### src/rtl/load_extend_unit_pkg.sv
// Shared load/store width codes and load FSM state encoding for the MEM stage.
package load_extend_unit_pkg;

    localparam logic [1:0] LS_b = 2'b00;
    localparam logic [1:0] LS_h = 2'b01;
    localparam logic [1:0] LS_w = 2'b10;

    typedef enum logic [1:0] {
        ST_IDLE = 2'd0,
        ST_REQ  = 2'd1,
        ST_WAIT = 2'd2,
        ST_DONE = 2'd3
    } load_state_t;

    // Unknown width codes behave as word accesses, so they need full alignment too.
    function automatic logic misaligned(input logic [1:0] op, input logic [1:0] addr_lo);
        logic bad;
        bad = 1'b0;
        case (op)
            LS_b:    bad = 1'b0;
            LS_h:    bad = addr_lo[0];
            default: bad = (addr_lo != 2'b00);
        endcase
        return bad;
    endfunction

endpackage

### src/rtl/load_extend_unit_ext.sv
// load_data_ext: selects the addressed byte/halfword of a read word and sign/zero-extends it.
module load_data_ext
    import load_extend_unit_pkg::*;
(
    input  logic [31:0] word,
    input  logic [1:0]  addr_lo,
    input  logic [1:0]  ls_op,
    input  logic        ld_unsigned,
    output logic [31:0] result
);

    logic [7:0]  lanes [4];
    logic [7:0]  byte_val;
    logic [15:0] half_val;

    generate
        for (genvar gi = 0; gi < 4; gi++) begin : g_lane
            assign lanes[gi] = word[8*gi +: 8];
        end
    endgenerate

    assign byte_val = lanes[addr_lo];
    assign half_val = addr_lo[1] ? word[31:16] : word[15:0];

    always_comb begin
        result = word;
        case (ls_op)
            LS_b:    result = {{24{~ld_unsigned & byte_val[7]}}, byte_val};
            LS_h:    result = {{16{~ld_unsigned & half_val[15]}}, half_val};
            default: result = word;
        endcase
    end

endmodule

### src/rtl/load_extend_unit.sv
// Load path of the MEM stage: word-aligned bus read, lane extraction/extension, result hold.
// Optional misalignment trap enabled by defining LOAD_ALIGN_CHECK_EN.
module load_extend_unit
    import load_extend_unit_pkg::*;
#(
    parameter int TIMEOUT = 16,
    parameter int CNT_W   = 5
) (
    input  logic        clk,
    input  logic        reset,
    input  logic        ld_req,
    input  logic [31:0] ld_addr,
    input  logic [1:0]  LS_op,
    input  logic        ld_unsigned,
    input  logic        ld_ack,
    output logic        busy,
    output logic        rd_valid,
    output logic [31:0] rd_data,
    output logic        err,
    output logic        bus_req,
    output logic [31:0] bus_addr,
    input  logic        bus_ready,
    input  logic        bus_rvalid,
    input  logic [31:0] bus_rdata
);

    load_state_t       state_reg, state_next;
    logic [CNT_W-1:0]  cnt_reg, cnt_next;
    logic [1:0]        addr_lo_reg, addr_lo_next;
    logic [1:0]        ls_op_reg, ls_op_next;
    logic              unsigned_reg, unsigned_next;
    logic [29:0]       word_addr_reg, word_addr_next;
    logic [31:0]       rd_data_reg, rd_data_next;
    logic              err_reg, err_next;
    logic [31:0]       ext_data;

    load_data_ext u_ext (
        .word        (bus_rdata),
        .addr_lo     (addr_lo_reg),
        .ls_op       (ls_op_reg),
        .ld_unsigned (unsigned_reg),
        .result      (ext_data)
    );

    always_comb begin
        state_next     = state_reg;
        cnt_next       = cnt_reg;
        addr_lo_next   = addr_lo_reg;
        ls_op_next     = ls_op_reg;
        unsigned_next  = unsigned_reg;
        word_addr_next = word_addr_reg;
        rd_data_next   = rd_data_reg;
        err_next       = err_reg;
        case (state_reg)
            ST_IDLE: begin
                if (ld_req) begin
                    addr_lo_next   = ld_addr[1:0];
                    ls_op_next     = LS_op;
                    unsigned_next  = ld_unsigned;
                    word_addr_next = ld_addr[31:2];
`ifdef LOAD_ALIGN_CHECK_EN
                    if (misaligned(LS_op, ld_addr[1:0])) begin
                        rd_data_next = '0;
                        err_next     = 1'b1;
                        state_next   = ST_DONE;
                    end else begin
                        state_next = ST_REQ;
                    end
`else
                    state_next = ST_REQ;
`endif
                end
            end
            ST_REQ: begin
                if (bus_ready) begin
                    cnt_next   = '0;
                    state_next = ST_WAIT;
                end
            end
            ST_WAIT: begin
                // A response arriving on the last allowed cycle still beats the timeout.
                if (bus_rvalid) begin
                    rd_data_next = ext_data;
                    err_next     = 1'b0;
                    state_next   = ST_DONE;
                end else if (cnt_reg == CNT_W'(TIMEOUT - 1)) begin
                    rd_data_next = '0;
                    err_next     = 1'b1;
                    state_next   = ST_DONE;
                end else begin
                    cnt_next = cnt_reg + 1'b1;
                end
            end
            ST_DONE: begin
                if (ld_ack) begin
                    err_next   = 1'b0;
                    state_next = ST_IDLE;
                end
            end
            default: state_next = ST_IDLE;
        endcase
    end

    always_ff @(posedge clk) begin
        if (reset) begin
            state_reg     <= ST_IDLE;
            cnt_reg       <= '0;
            addr_lo_reg   <= '0;
            ls_op_reg     <= '0;
            unsigned_reg  <= 1'b0;
            word_addr_reg <= '0;
            rd_data_reg   <= '0;
            err_reg       <= 1'b0;
        end else begin
            state_reg     <= state_next;
            cnt_reg       <= cnt_next;
            addr_lo_reg   <= addr_lo_next;
            ls_op_reg     <= ls_op_next;
            unsigned_reg  <= unsigned_next;
            word_addr_reg <= word_addr_next;
            rd_data_reg   <= rd_data_next;
            err_reg       <= err_next;
        end
    end

    // The requesting instruction must stall in its own cycle, hence the ld_req term.
    always_comb begin
        busy = 1'b0;
        case (state_reg)
            ST_IDLE: busy = ld_req;
            ST_REQ:  busy = 1'b1;
            ST_WAIT: busy = 1'b1;
            ST_DONE: busy = ~ld_ack;
            default: busy = 1'b0;
        endcase
    end

    assign bus_req  = (state_reg == ST_REQ) && !reset;
    assign bus_addr = {word_addr_reg, 2'b00};
    assign rd_valid = (state_reg == ST_DONE);
    assign rd_data  = rd_data_reg;
    assign err      = err_reg;

endmodule
### config.mk
export PLATFORM = sky130hd
export DESIGN_NAME = load_extend_unit
export DESIGN_NICKNAME = d
export VERILOG_FILES = /design/src/rtl/load_extend_unit_pkg.sv /design/src/rtl/load_extend_unit_ext.sv /design/src/rtl/load_extend_unit.sv
export SDC_FILE = /design/constraint.sdc
export NUM_CORES = 1
export LEC_CHECK = 0
export CORE_ASPECT_RATIO = 0.8
export CORE_MARGIN = 2
export CORE_UTILIZATION = 43
export CTS_CLUSTER_SIZE = 8
export DETAILED_ROUTE_END_ITERATION = 10
export GPL_ROUTABILITY_DRIVEN = 0
export GPL_TIMING_DRIVEN = 0
export PLACE_DENSITY = 0.81
export SYNTH_ARGS = -nofsm -noshare
export SYNTH_HDL_FRONTEND = slang
export SYNTH_SLANG_ARGS = --single-unit
### constraint.sdc
create_clock -name clk -period 2.3 [get_ports clk]
set_input_delay 0.23 -clock clk [delete_from_list [all_inputs] [get_ports clk]]
set_output_delay 0.23 -clock clk [all_outputs]
set_load 0.01 [all_outputs]
After elaboration in Yosys (flattened, before gate mapping)
Index checks and enable logic that the tools add are counted.

storage, ports and cells
  logic and storage cells = 61
  output and inout bits = 68
  register bits = 75

operators by class
  order comparisons = 1
  reductions and logical operators = 13
  mux-type cells = 22
  equal/unequal tests = 11
  bitwise operators = 5
  add/sub/neg operators = 1

operator list
  cell                   number
  $mux W32               2
  $pmux W32 S2           1
  $bmux W8 S2            1
  $mux W16               1
  $mux W8                2
  $mux W5                3
  $mux W2                5
  $ne A2 B2 Y1 const B   5
  $pmux W5 S2            1
  $pmux W2 S4            1
  $reduce_and A4 Y1      2
  $reduce_bool A2 Y1     3
  $add A5 B1 Y5 const B  1
  $eq A5 B4 Y1 const B   1
  $eq A2 B1 Y1 const B   2
  $eq A2 B2 Y1 const B   2
  $logic_not A2 Y1       2
  $reduce_and A2 Y1      2
  $ge A3 B3 Y1 const B   1
  $mux W1                3
  $ne A3 B3 Y1 const B   1
  $not A2 Y3             1
  $pmux W1 S3            1
  $reduce_and A3 Y1      1
  other kinds (6)        8

Longest topological paths before layout
  depth in word-level cells = 7
  mapped depth = 9
  mapped depth without buffers = 7

Modules after synthesis
From an unflattened synthesis, not the netlist that was laid out.

unflattened totals
  cells, all modules = 420
  area total of the unflattened synthesis = 3514.6 µm²

modules (own cells, without submodules)
  module            times used  cells an instance  area an instance (µm²)
  load_extend_unit  1           327                2805.2
  load_data_ext     1           93                 709.4

Least setup slack after synthesis
No wires, ideal clock.

  path type = register to register
  start point = register cnt_reg[0]
  end point = register rd_data_reg[5] (netlist: rd_data[5])
  arrival = 1823 ps
  setup time = 79 ps
  path slack = 398 ps
  data required time = 2221 ps
  stages on the path, launching flop included = 10
  cells stage by stage = dfxtp_1 -> ha_1 -> and3_1 -> ha_1 -> o21ai_1 -> nor2b_1 -> buf_2 -> buf_4 -> a21oi_1 -> a22oi_1

between the ends
  longest elaborated chain between the ends = 3

ends and longest elaborated chain
  what                                 RTL line                 text
  start, declared                      load_extend_unit.sv:28   logic [CNT_W-1:0] cnt_reg, cnt_next;
  start signal, assigned               load_extend_unit.sv:116  cnt_reg <= cnt_next;
  $eq A5 B4 Y1                         load_extend_unit.sv:86   end else if (cnt_reg == CNT_W'(TIMEOUT - 1)) begin
  $reduce_bool A2 Y1 (no source line)  --
  $reduce_and A2 Y1 (no source line)   --
  end signal, assigned                 load_extend_unit.sv:121  rd_data_reg <= rd_data_next;
  end, declared                        load_extend_unit.sv:33   logic [31:0] rd_data_reg, rd_data_next;

Every way passes these cells.
A chain may end at the register's enable or synchronous reset.

Worst setup path in the final report
  start point = register state_reg[0]
  end point = output port busy

between the ends
  longest elaborated chain between the ends = 3
  elaborated cells between the ends (all ways) = 6
  classes of those cells = eq/ne (3); mux (1); reduce/logical (2)

ends and longest elaborated chain
  what                                          RTL line                 text
  start, declared                               load_extend_unit.sv:27   load_state_t state_reg, state_next;
  start signal, assigned                        load_extend_unit.sv:115  state_reg <= state_next;
  $eq A2 B1 Y1 or $eq A2 B2 Y1 (tied branches)  load_extend_unit.sv:129  case (state_reg)
  $reduce_or A2 Y1 (no source line)             --
  $pmux W1 S3 *                                 load_extend_unit.sv:129
  end, declared                                 load_extend_unit.sv:16   output logic busy,

Mark *: on every way between the ends. The rest lies on a longest branch, timed or not.

==> metrics.txt <==
Clock transition at path regs=0.08 ns; max incr delay on CP=0.56 ns; post-synth top area share=0.447; remaining global-route overflow=0; number of synthesized flops with an enable pin=0; IO Pins=141; initial drt markers=around 180; largest net degree at the start of global routing=13; Synth Instances=around 410; max-cap violations=0; Peak Freq=around 460 MHz; kind of critical path=reg -> out; worst-skew pair later-pin latency=about 0.35 ns; Worst Setup Start Kind=register; CP arrival=around 1.9 ns; WL met1=about 4300 um; Final period util=0.945; crit path cell chain=ha_1 > nor2b_4 > nor2_1 > o21ai_0 > clkdlybuf4s50_1; Area Growth Syn to Fin=52.1%; cell-internal power=roughly 3.0 mW; Worst Max-Slew Pin Slew=~0.63 ns; Post-Syn Area=between 3000 and 4000 sq um; register area share after synthesis=0.447; reg-to-reg slack, setup=approximately 0.22 ns; antenna cells=0; CTS tree=yes; DR WL/cell=roughly 15 um; Num CTS Buffers=9; # clock sinks=75; Slew Viols, Final=0; cell leakage power=approximately 2 nW; port bufs=roughly 140; Hold Path Stages=3; switching share of total power=0.339; routed wire length=just over 10000 um; cell taking the most area after synthesis=dfxtp_1; Pwr Density=between 800 and 900 nW/um^2; Slew Limit Headroom=0.575; Seq cells post-synth=between 70 and 80; HPWL Detailed=approximately 7800 um; Critical Path Start=state_reg[0]$_SDFFE_PP0P_; Worst Hold Class=in -> reg; 1st-pass router iterations=5; Place WS=a little over 0.07 ns; Reg2Reg Depth=6; die height=between 80 and 90 um; layout cells sized above 1=0.0799; switching power total=approximately 1.5 mW; Tmin final=2.17 ns; Comb pwr share=0.383; Hold Path Sink=word_addr_reg[14]$_SDFFE_PP0P_; status=complete, no violations; vias in the first global route=approximately 3.5k; Max IR drop VDD=0.000459 V; initial antenna violation count=0; postcts setup bufs=0; Top Family by Delay on Critical Path=buffers and inverters; Synth async-reset ratio=0; Crit Reg-Reg Endpoint=rd_data[27]$_SDFFE_PP0P_; via count=3603; setup tns final=0 ns; Final Hold Viols=0; die footprint=8540 sq um; Std-Cell Rows=28; clk root buf=clkbuf_8; hold wc startpoint=ld_addr[16]; initial core utilization=0.448; RSZ-0062 raised after global routing=false; Nets=between 600 and 700; CP Data Required Time=a little over 2 ns; Max Root-Sink Buffers=2; crit-path max FO=4; skew final=between 0.01 and 0.015 ns; FF-to-FF Start=state_reg[0]$_SDFFE_PP0P_; met2 wire length=4880 um; final worst slack=about 0.13 ns; first-pass GRT wire length=roughly 17000 um; metal3 WL=1030 um; DIE WIDTH=just over 100 um; # setup viols final=0; Clock power frac=0.250; post-route DRC violation count=0; yosys warns=0; Seq pwr share=0.367; Largest register FFs=32; Mapped Avg Cell Area=between 8 and 9 sq um; Routed Antenna Nets=0; synth top area cells=dfxtp_1 45%, nand2_1 12%, a21oi_1 7.7%; Critical Path End Type=output pin; Main synth FF type=dfxtp_1; Netlist cell types=36; core area=7500 sq um; Highest Signal Layer=met4; slowest stage cell, crit path=clkdlybuf4s50_1; number of H-tree levels=3; vias per cell=between 5 and 6; WP buf/inv=1; Overall Global Routing Usage=0.248
## cells in the final DEF (no fill, tap or decap), types with 6 or more instances in the layout
master and instances:
dfxtp_1 75, nand2_1 103, a21oi_1 52, clkbuf_8 10, and3_1 10, a221o_2 10, a32o_1 7, a221o_1 14
a22oi_1 7, o21ai_0 18, nor2_1 21, clkbuf_1 19, buf_2 6, nor2b_1 6, inv_1 13, ha_1 7
clkdlybuf4s50_1 138
## tightest hold or removal path, delay by kind of cell
kind | cells | cell delay, ns
buf+inv | 1 | 0.39
simple gates | 1 | 0.05
compound gates | 1 | 0.05
## cell usage after synthesis (2+ instances only)
library cell / number
nand3b_1: 2
inv_1: 13
nor2_1: 21
dfxtp_1: 75
and3_1: 10
ha_1: 7
a211oi_1: 2
nor2b_1: 8
clkbuf_1: 19
a221o_1: 14
nor3_1: 2
buf_4: 4
o21a_1: 2
mux2i_1: 4
and3b_1: 2
a21oi_1: 52
o21ai_0: 18
a32o_1: 7
and2_1: 4
a22oi_1: 7
a221o_2: 10
buf_2: 7
nand3_1: 2
o21ai_1: 3
nand2_1: 103
## worst max path at each step
| stage | cells past startpoint | to |
|---|---|---|
| 4_1_cts | 8 | rd_data[1]$_SDFFE_PP0P_ |
| 3_5_place_dp | 8 | rd_data[1]$_SDFFE_PP0P_ |
| 6_report | 5 | busy |
| 2_1_floorplan | 9 | rd_data[5]$_SDFFE_PP0P_ |
| 5_1_grt | 9 | rd_data[1]$_SDFFE_PP0P_ |
| 3_3_place_gp | 9 | rd_data[6]$_SDFFE_PP0P_ |
## final cells by class
type                            instances  area (sq um)
Fill cell                             670          2390
Multi-Input combinational cell        291          1680
Sequential cell                        75          1500
Timing Repair Buffer                  138          1380
Buffer                                 31           151
Clock buffer                           11           141
Tap cell                              105           131
Clock inverter                          4          75.1
Inverter                               13          48.8
## power groups by stage
stage	Sequential, mW	Clock (mW)	Combinational [mW]
2_1_floorplan	1.73	0	0.865
5_1_grt	1.67	1.20	1.89
3_3_place_gp	1.66	0	1.64
3_5_place_dp	1.67	0	1.69
4_1_cts	1.64	1.14	1.70
6_report	1.64	1.12	1.71
## logic make-up after synthesis
group | Yosys count | share of synthesized area
flops | 75 | 0.447
buf+inv | 44 | 0.0585
compound gates | 120 | 0.249
other cells | 1 | 0.00112
simple gates | 156 | 0.199
fa+ha+maj | 7 | 0.0261
mux | 6 | 0.0197
## routing by layer
metal  track usage  vias to the layer above
li1              -                     1725
met1         0.313                     1705
met2         0.395                      161
met3        0.0909                       12
met4        0.0766                        0
met5             0                        -
## metrics by stage
stage                     total power, mW  hold WS (ns)  utilization  cell area, sq um  cells
after floorplan                      2.59         0.366            -              3360    410
after global placement               3.30         0.441        0.651              4880    653
after detailed placement             3.35         0.448        0.651              4880    653
after CTS                            4.48         0.400        0.680              5100    668
after global routing                 4.75         0.417        0.682              5110    668
final                                4.47         0.415        0.682              5110    668
## repair_timing
item | 4_1_cts | 5_1_grt
setup endpoints to repair | 1 | 13
gates resized for setup | 1 | 7
endpoints found under the hold margin | 0 | 0
hold buffers | 0 | 0
Power figures use the tool's default switching activity.
